`config.mk`:
```
export PLATFORM = sky130hd
export DESIGN_NAME = lc3b_muldiv
export DESIGN_NICKNAME = d
export VERILOG_FILES = /design/src/rtl/lc3b_muldiv_pkg.sv /design/src/rtl/lc3b_muldiv_step.sv /design/src/rtl/lc3b_muldiv.sv
export SDC_FILE = /design/constraint.sdc
export NUM_CORES = 1
export LEC_CHECK = 0
export BUFFER_PORTS_ARGS = -buffer_cell sky130_fd_sc_hd__buf_2
export CORE_MARGIN = 1.5
export CORE_UTILIZATION = 45
export CTS_CLUSTER_DIAMETER = 60
export DETAILED_ROUTE_END_ITERATION = 16
export GPL_TIMING_DRIVEN = 0
export PLACE_DENSITY = 0.67
export SKIP_CTS_REPAIR_TIMING = 1
export SLEW_MARGIN = 0
export SYNTH_ARGS = -nofsm -noshare
export SYNTH_HDL_FRONTEND = slang
export SYNTH_HIERARCHICAL = 1
export SYNTH_SLANG_ARGS = --single-unit
```
`constraint.sdc`:
```
create_clock -name clk -period 3.1 [get_ports clk]
set_input_delay 0.31 -clock clk [delete_from_list [all_inputs] [get_ports clk]]
set_output_delay 0.31 -clock clk [all_outputs]
set_load 0.05 [all_outputs]
```
`src/rtl/lc3b_muldiv_pkg.sv`:
```
// rtl/lc3b_muldiv_pkg.sv - shared types for the iterative multiply/divide unit
package lc3b_muldiv_pkg;

    typedef enum logic [1:0] {
        md_idle,
        md_run,
        md_done
    } lc3b_muldiv_state;

    typedef enum logic {
        md_mul,
        md_div
    } lc3b_muldiv_op;

endpackage

```
`src/rtl/lc3b_muldiv_step.sv`:
```
// rtl/lc3b_muldiv_step.sv - one combinational shift-add / restoring-divide iteration
module lc3b_muldiv_step
    import lc3b_muldiv_pkg::*;
#(
    parameter int WIDTH = 16
) (
    input  lc3b_muldiv_op      op,
    input  logic [2*WIDTH-1:0] acc_in,
    input  logic [WIDTH-1:0]   operand,
    output logic [2*WIDTH-1:0] acc_out,
    output logic               q_bit
);

    // Multiply: acc = {partial product high, remaining multiplier bits}, LSB first.
    // Divide:   acc = {partial remainder, remaining dividend bits}, MSB first;
    //           the quotient bit is shifted in by the caller through q_bit.
    logic [WIDTH:0] mul_sum;
    logic [WIDTH:0] div_trial;

    // Single iteration of the selected operation
    always_comb begin
        mul_sum   = {1'b0, acc_in[2*WIDTH-1:WIDTH]}
                  + (acc_in[0] ? {1'b0, operand} : {(WIDTH+1){1'b0}});
        // Shifted remainder can need WIDTH+1 bits; a set top bit of the
        // difference means the trial subtraction borrowed.
        div_trial = acc_in[2*WIDTH-1:WIDTH-1] - {1'b0, operand};
        acc_out   = '0;
        q_bit     = 1'b0;
        if (op == md_mul) begin
            acc_out = {mul_sum, acc_in[WIDTH-1:1]};
        end else begin
            q_bit = ~div_trial[WIDTH];
            if (q_bit) begin
                acc_out = {div_trial[WIDTH-1:0], acc_in[WIDTH-2:0], 1'b0};
            end else begin
                acc_out = {acc_in[2*WIDTH-2:0], 1'b0};
            end
        end
    end

endmodule

```
`src/rtl/lc3b_muldiv.sv`:
```
// rtl/lc3b_muldiv.sv - iterative unsigned multiply/divide unit with pipeline stall
module lc3b_muldiv
    import lc3b_muldiv_pkg::*;
#(
    parameter int WIDTH = 16
) (
    input  logic             clk,
    input  logic             reset_n,
    input  logic             start,
    input  logic             mult_op,
    input  logic             div_op,
    input  logic [WIDTH-1:0] a,
    input  logic [WIDTH-1:0] b,
    input  logic             flush,
    output logic             busy,
    output logic             stall,
    output logic             done,
    output logic [WIDTH-1:0] result,
    output logic [WIDTH-1:0] remainder
);

    localparam int CW = (WIDTH > 1) ? $clog2(WIDTH) : 1;
    localparam logic [CW-1:0] COUNT_INIT = CW'(WIDTH - 1);

    lc3b_muldiv_state   state_q, state_d;
    lc3b_muldiv_op      op_q, op_d;
    logic [CW-1:0]      count_q, count_d;
    logic [2*WIDTH-1:0] acc_q, acc_d;
    logic [WIDTH-1:0]   opnd_q, opnd_d;
    logic [WIDTH-1:0]   result_q, result_d;
    logic [WIDTH-1:0]   remainder_q, remainder_d;

    logic               accept;
    logic               div_by_zero;
    lc3b_muldiv_op      new_op;
    logic [2*WIDTH-1:0] step_acc;
    logic               step_q;

    // A start is taken only from IDLE, with a real op, and not while squashed
    assign accept      = (state_q == md_idle) & start & (mult_op | div_op) & ~flush;
    assign new_op      = mult_op ? md_mul : md_div;
    assign div_by_zero = (new_op == md_div) && (b == '0);

    lc3b_muldiv_step #(
        .WIDTH (WIDTH)
    ) u_step (
        .op      (op_q),
        .acc_in  (acc_q),
        .operand (opnd_q),
        .acc_out (step_acc),
        .q_bit   (step_q)
    );

    // State register
    always_ff @(posedge clk or negedge reset_n) begin
        if (!reset_n) begin
            state_q <= md_idle;
        end else begin
            state_q <= state_d;
        end
    end

    // Next-state: divide by zero short-circuits straight to DONE
    always_comb begin
        state_d = state_q;
        case (state_q)
            md_idle: begin
                if (accept) begin
                    state_d = div_by_zero ? md_done : md_run;
                end
            end
            md_run: begin
                if (flush) begin
                    state_d = md_idle;
                end else if (count_q == '0) begin
                    state_d = md_done;
                end
            end
            md_done: state_d = md_idle;
            default: state_d = md_idle;
        endcase
    end

    // Outputs: stall covers the accepting cycle combinationally, then RUN
    always_comb begin
        busy  = (state_q == md_run) || (state_q == md_done);
        stall = accept || (state_q == md_run);
        done  = (state_q == md_done) && !flush;
    end

    // Datapath next values: load on accept, iterate in RUN, capture on last step
    always_comb begin
        op_d        = op_q;
        opnd_d      = opnd_q;
        acc_d       = acc_q;
        count_d     = count_q;
        result_d    = result_q;
        remainder_d = remainder_q;
        case (state_q)
            md_idle: begin
                if (accept) begin
                    op_d    = new_op;
                    opnd_d  = b;
                    acc_d   = {{WIDTH{1'b0}}, a};
                    count_d = COUNT_INIT;
                    if (div_by_zero) begin
                        result_d    = '1;
                        remainder_d = a;
                    end
                end
            end
            md_run: begin
                if (!flush) begin
                    acc_d = step_acc;
                    if (op_q == md_div) begin
                        acc_d[0] = step_q;
                    end
                    count_d = count_q - 1'b1;
                    if (count_q == '0) begin
                        count_d     = '0;
                        result_d    = acc_d[WIDTH-1:0];
                        remainder_d = acc_d[2*WIDTH-1:WIDTH];
                    end
                end
            end
            default: ;
        endcase
    end

    // Datapath registers
    always_ff @(posedge clk or negedge reset_n) begin
        if (!reset_n) begin
            op_q        <= md_mul;
            opnd_q      <= '0;
            acc_q       <= '0;
            count_q     <= '0;
            result_q    <= '0;
            remainder_q <= '0;
        end else begin
            op_q        <= op_d;
            opnd_q      <= opnd_d;
            acc_q       <= acc_d;
            count_q     <= count_d;
            result_q    <= result_d;
            remainder_q <= remainder_d;
        end
    end

    assign result    = result_q;
    assign remainder = remainder_q;

endmodule

```
==> impl_metrics.yaml, run 1 <==
synth:
  synth_edf_count: 0
  synth_top_family_by_area: "compound AO/OA/AOI/OAI gates"
  postSynth.asyncResetShare: 1.00
  syn_area_mm2: 0.00601
  syn-instance-count: 687
  synthDistinctLibCells: 65
  synth_area_per_cell_um2: 8.75
  synth_top_area_share: 0.362
  ys_seq_elements: 87
  synthAdderAreaFrac: 0.0795
  synth_top_area_cell: "dfrtp_1"
  synthMuxAreaShare: 0.0851
  yosysSeqAreaShare: 0.362
  synth_xor_area_frac: 0.0366
  ys_warn_count: 6
  synth_commonest_cells: "a21oi_1 (100), dfrtp_1 (87), nand2_1 (76)"
  syn_nets: 762
  synth-simple-area-share: 0.154
  synth_most_common_cell: "a21oi_1"
  synth-main-ff-cell: "dfrtp_1"
  synthTopCellsByArea: "dfrtp_1 (36%), a21oi_1 (8.3%), ha_1 (7.3%)"
  synth_compound_area_frac: 0.227
run_status:
  outcome: "complete, no violations"
setup_path:
  path_max_fanout: 7
  cp.required_ns: 3.38
  rr_worst_depth: 12
  reg2reg_from: "acc_q[17]"
  arrival_ns: 3.32
  r2r_end: "remainder[1]"
  rrSetupSlack_ns: 0.06
  crit_type: "reg -> reg"
  startpoint_type: "flip-flop"
  crit_path_end_kind: "flip-flop"
timing:
  slew_headroom: 0.350
  fin_crit_ns: 3.04
  fin_tns_setup_ns: 0
  grt_setup_unrepaired: "true"
  slew_violations: 0
  finalSetupViolCount: 0
  fmax_mhz: 329
  hold_viol: 0
  finalCritPeriodShare: 0.979
  skew_ns: 0.0121
  tightest_slew_ns: 0.966
placed_design:
  port_buffers: 72
  routabilityCongestion: 0.907
  hpwlAfterDp_um: 13300
clock_tree:
  cts_made_buffers: 9
  ctsRootBufferMaster: "clkbuf_16"
  cts.reportedPaths.clkPinSlew_ns: 0.07
  cts_htree_levels: 3
  clock_latency_ns: 0.36
  cts_buffer_depth: 2
  cts_tree: "done"
  clock-sinks: 87
floorplan:
  fp.dieH_um: 119
  die-area_mm2: 0.0141
  rows: 42
  initial_core_util: 0.458
  core_mm2: 0.0131
  num_io_pins: 73
  die_width_um: 119
route:
  drt_iter0_drc: 452
  vias: 5529
  vias_per_cell: 5.72
  drtAntennaViolNets: 0
  wire_per_inst_um: 18.4
  drcViolationCount: 0
  wl_um: 17800
  first_pass_iters: 8
pwr:
  clkPwrFrac: 0.130
  swShare: 0.503
  power.switching_mw: 4.06
  p_int_mw: 4.02
  power_leakage_nw: 3.19
  power_density_mw_per_mm2: 1120
  ir_drop_v: 0.000726
  power_frac_seq: 0.251
  p_comb_frac: 0.619
  finalPower_mw: 8.08
worst_hold_path:
  hp-class: "in -> reg"
  hold_start: "b[2]"
  min_path_cells: 2
  hold_path_end: "opnd_q[2]"
grt:
  first_global_vias: 5249
  grt-ovfl-total: 0
  grtUsageTotal: 0.251
  grt_max_degree: 58
  antenna_found_initial: 0
  grt_pass1_wl_um: 27600
layout:
  syn_to_final_growth_pct: 20.0
  diodes: 0
  drive_gt1_frac: 0.227
  multi_input_area_mm2: 0.00366
  regArea_mm2: 0.00218
  num-fill-cells: 1224
  fin_nets: 860
flow_run:
  drv_cap: 0
==> cells by family (layout without fill, tap and decap cells) <==
logic type | count (synthesis) | in the layout
muxes | 47 | 47
and+or+nand+nor | 188 | 188
DFF | 87 | 87
adders and majority gates | 37 | 37
AOI/OAI and AO/OA | 227 | 227
buffers and inverters | 78 | 181
xor gates and xnor gates | 23 | 23
==> layer usage <==
layer | global-route usage | vias up | part of all wire
li1 | - | 2641 | -
met1 | 0.340 | 2661 | 0.45
met2 | 0.414 | 208 | 0.47
met3 | 0.0439 | 19 | 0.063
met4 | 0.0738 | 0 | 0.015
met5 | 0 | - | 0
==> state kept, by name, indices dropped and copies added (netlist names) <==
signal,count
state_q,2
count_q,4
acc_q,32
op_q,1
remainder,16
result,16
opnd_q,16
==> cell usage in the layout (no fill, tap or decap), drive strengths merged, types with 2 or more instances in the layout <==
cell,synthesis,routed
o21ai,56,56
a31oi,23,23
dfrtp,87,87
mux2,33,33
o31ai,4,4
nor3b,4,4
nor4,3,3
or2,2,2
ha,35,35
nand4,4,4
o221ai,5,5
a221oi,2,2
clkbuf,17,29
buf,21,107
nand2,76,76
xnor2,11,11
a21o,7,7
o211ai,2,2
a211oi,5,5
o21a,5,5
nor2,28,28
nor3,4,4
clkinv,1,5
xor2,12,12
a21oi,101,101
inv,39,39
nor2b,23,23
or3,4,4
nand3,11,11
fa,2,2
o21bai,2,2
mux2i,14,14
nand2b,6,6
a211o,2,2
and2,19,19
==> critical path: stages, from the launching register on <==
cell	delay (ns)
dfrtp_1	0.47
ha_1	0.38
nor2b_2	0.18
o31a_1	0.34
o21ai_4	0.23
o211ai_4	0.12
xor2_4	0.18
buf_12	0.15
clkbuf_16	0.15
buf_4	0.13
a311oi_2	0.30
a21oi_1	0.12
a21oi_1	0.18
==> final cells by class <==
| cell class | instances | area share |
|---|---|---|
| buffer | 38 | 0.0278 |
| timing repair buffer | 87 | 0.0732 |
| inverter | 40 | 0.0208 |
| tap | 176 | 0.0305 |
| clock buffer | 12 | 0.0342 |
| multi-input combinational | 522 | 0.507 |
| clock inverter | 4 | 0.00434 |
| sequential | 87 | 0.302 |
==> worst max path at each step <==
stage | slack, ns | cells past startpoint | start | to
2_1_floorplan | 0.06 | 13 | acc_q[0] | remainder[13]
3_3_place_gp | -0.59 | 13 | acc_q[0] | remainder[13]
3_5_place_dp | -0.59 | 13 | acc_q[0] | remainder[13]
4_1_cts | -0.59 | 13 | acc_q[0] | remainder[13]
5_1_grt | -0.03 | 13 | acc_q[0] | acc_q[29]
6_report | 0.06 | 12 | acc_q[17] | remainder[1]
==> through the flow <==
stage	instances	setup WS, ns	utilization	instance area [µm²]	hold WS (ns)
4_1_cts	952	-0.591	0.525	6900	-0.0902
2_1_floorplan	687	0.0596	-	6010	0.0144
6_report	966	0.0640	0.549	7210	0.181
5_1_grt	966	-0.0260	0.549	7210	0.188
3_3_place_gp	935	-0.585	0.502	6590	0.473
3_5_place_dp	936	-0.586	0.504	6620	0.282
==> power by group through the flow <==
stage | combinational (mW) | clock, mW | sequential (mW)
3_5_place_dp | 4.51 | 0 | 2.03
6_report | 5.00 | 1.05 | 2.03
5_1_grt | 5.39 | 1.10 | 2.09
2_1_floorplan | 2.78 | 0 | 2.59
3_3_place_gp | 4.44 | 0 | 2.01
4_1_cts | 4.54 | 1.06 | 2.02
No activity file was read; power rests on OpenSTA's default activity.
==> run 2, diff against run 1 <==
--- a/config.mk
+++ b/config.mk
@@ -5,16 +5,14 @@
 export SDC_FILE = /design/constraint.sdc
 export NUM_CORES = 1
 export LEC_CHECK = 0
-export BUFFER_PORTS_ARGS = -buffer_cell sky130_fd_sc_hd__buf_2
 export CORE_MARGIN = 1.5
 export CORE_UTILIZATION = 45
 export CTS_CLUSTER_DIAMETER = 60
 export DETAILED_ROUTE_END_ITERATION = 16
+export DONT_BUFFER_PORTS = 1
 export GPL_TIMING_DRIVEN = 0
-export PLACE_DENSITY = 0.67
 export SKIP_CTS_REPAIR_TIMING = 1
 export SLEW_MARGIN = 0
 export SYNTH_ARGS = -nofsm -noshare
 export SYNTH_HDL_FRONTEND = slang
-export SYNTH_HIERARCHICAL = 1
 export SYNTH_SLANG_ARGS = --single-unit
==> run 2 against run 1 <==
Largest power group unchanged. Die area shrank 0.51%. Design area shrank 5.6%. The run now ends with negative setup slack left. Flip-flop and latch count is the same. Hold slack lost 0.10 ns.
==> impl_metrics.yaml, run 2 <==
placed_design:
  pre_cts_ws_ns: -0.364
  place_area_mm2: 0.00619
  port_buffers: 0
  hpwlAfterDp_um: 13400
  routabilityCongestion: 0.917
floorplan:
  num_io_pins: 73
  die_width_um: 118
  core_mm2: 0.0128
  initial_core_util: 0.468
  fp.dieH_um: 118
  rows: 41
  die-area_mm2: 0.0140
layout:
  layout_common_cells: "nand2_1 (100), dfrtp_1 (84), o21ai_0 (65), nor2_1 (61), ha_1 (34)"
  fin_nets: 788
  drive_gt1_frac: 0.122
  largest_reg_flops: 32
  design_area_mm2: 0.00681
  regMostFlops: "acc_q"
  mostFrequentLayoutCell: "nand2_1"
  utilization: 0.533
  diodes: 0
  syn_to_final_growth_pct: 13.8
route:
  drtAntennaViolNets: 0
  vias: 5335
  drt_iter0_drc: 436
  vias_per_cell: 6.01
  first_pass_iters: 5
  drcViolationCount: 0
  wire_per_inst_um: 20.0
  wl_um: 17700
synth:
  synth_edf_count: 0
  synth_most_common_cell: "nand2_1"
  synth_commonest_cells: "nand2_1 (101), dfrtp_1 (87), o21ai_0 (75)"
  synthTopCellsByArea: "dfrtp_1 (36%), ha_1 (7.3%), nand2_1 (6.3%)"
  synth-main-ff-cell: "dfrtp_1"
  synth_top_area_cell: "dfrtp_1"
  yosysSeqAreaShare: 0.364
  syn-instance-count: 688
  synth_area_per_cell_um2: 8.69
  synth_top_area_share: 0.364
  ys_warn_count: 0
  postSynth.asyncResetShare: 1.00
  syn_area_mm2: 0.00598
  ys_seq_elements: 87
  synthDistinctLibCells: 73
  syn_nets: 763
setup_path:
  reg2reg_from: "acc_q[15]"
  cp.required_ns: 3.36
  crit_type: "reg -> reg"
  critical_path_depth: 11
  crit_end: "remainder[4]"
  crit_path_end_kind: "flip-flop"
  crit_start: "acc_q[15]"
  r2r_end: "remainder[4]"
  path_buf_inv: 1
  crit_family: "compound AO/OA/AOI/OAI gates"
  arrival_ns: 3.38
  cpPeakStageDelay_ns: 0.42
  slowest_stage: "fa_2"
  rrSetupSlack_ns: -0.02
  cp_cell_sequence: "inv_2 > ha_4 > fa_2 > nor2b_4 > o2111ai_4 > a31oi_4 > a31oi_4 > xor2_4 > or3_4 > a311o_1 > a31oi_1"
  cp_common_cell: "a31oi_4"
  startpoint_type: "flip-flop"
  rr_worst_depth: 11
  path_max_fanout: 4
clock_tree:
  clock-sinks: 87
  cts_buffer_depth: 2
  cts_tree: "done"
  clock_latency_ns: 0.35
  ctsRootBufferMaster: "clkbuf_16"
  cts.reportedPaths.clkPinSlew_ns: 0.06
  cts_made_buffers: 9
  cts_htree_levels: 3
grt:
  first_global_vias: 5167
  grt-ovfl-total: 0
  grtUsageTotal: 0.254
  grt_max_degree: 88
  grt_pass1_wl_um: 27900
  antenna_found_initial: 0
timing:
  hold_viol: 0
  slew_violations: 0
  fmax_mhz: 320
  fin_crit_ns: 3.12
  finalSetupViolCount: 1
  fin_tns_setup_ns: -0.0207
  setup_slack_ns: -0.0207
  slew_headroom: 0.378
  skew_ns: 0.00879
  grt_setup_unrepaired: "true"
  finalCritPeriodShare: 1.01
  tightest_slew_ns: 0.931
pwr:
  power_leakage_nw: 2.92
  power_density_mw_per_mm2: 1250
  ir_drop_v: 0.000706
worst_hold_path:
  hp-class: "in -> reg"
  hold_start: "mult_op"
run_status:
  violations: "negative setup slack"
  outcome: "complete, but fails checks"
flow_run:
  drv_cap: 0
[run 2: cell count changes after synthesis, moves of 9 or more]
cell | previous run | this run
o21ai_0 | 18 | 75
nand2_1 | 76 | 101
nor2b_1 | 23 | 5
mux2_2 | 16 | 3
buf_2 | 13 | 4
inv_1 | 39 | 23
clkbuf_1 | 17 | 26
nor2_1 | 28 | 61
o21ai_1 | 36 | 7
nor3_1 | 3 | 17
a21oi_1 | 100 | 20
mux2_1 | 17 | 0
[run 2: area by class of cell]
class	instances	area, µm²
clock buffers	9	225
multi-input cells	533	3580
inverters	24	90.1
fillers	1214	5970
clock inverters	5	82.6
flip-flops and latches	87	2180
well taps	172	215
repair buffers	14	145
plain buffers	44	283
[run 2: worst min-delay path by stage]
stage | to | slack, ns | cells after the start
after floorplan | acc_q[0] | 0.01 | 0
after global placement | opnd_q[1] | 0.02 | 0
after detailed placement | opnd_q[3] | 0.02 | 0
after CTS | opnd_q[5] | -0.35 | 0
after global routing | opnd_q[14] | 0.09 | 2
final | op_q | 0.08 | 1
[run 2: through the flow]
stage               total power [mW]  hold slack [ns]  instances
CTS                             8.07           -0.351        874
floorplan                       5.73           0.0144        688
global placement                6.77           0.0188        860
finish                          8.52           0.0802        888
global route                    9.08           0.0871        888
detailed placement              6.88           0.0187        860
[run 2: power by group]
group          internal, mW  switching (mW)
clock network         0.700           0.460
registers              1.58           0.941
logic                  1.91            2.93
[run 2: worst register-to-register path, cell delays in order (launching register included)]
cell and delay [ns]:
dfrtp_2 0.40, inv_2 0.07, ha_4 0.17, fa_2 0.42, nor2b_4 0.18, o2111ai_4 0.17, a31oi_4 0.27, a31oi_4 0.19
xor2_4 0.23, or3_4 0.40, a311o_1 0.37, a31oi_1 0.19
[run 2: routing by layer]
metal / global-route usage / vias up / share of wire
met3: 0.0434 / 29 / 0.054
met2: 0.410 / 155 / 0.48
met4: 0.0968 / 0 / 0.019
li1: - / 2523 / -
met5: 0 / - / 0
met1: 0.341 / 2628 / 0.45
[run 2: logic make-up (layout without fill, tap and decap cells)]
kind of cell / count (synthesis) / count (layout) / share of synthesized area
multiplexers: 22 / 22 / 0.0375
adder cells (fa/ha/maj): 37 / 37 / 0.0799
XOR/XNOR: 21 / 21 / 0.0333
AO/OA/AOI/OAI: 220 / 220 / 0.250
flip-flops: 87 / 87 / 0.364
buffers and inverters: 68 / 96 / 0.0607
AND/OR/NAND/NOR: 233 / 233 / 0.175
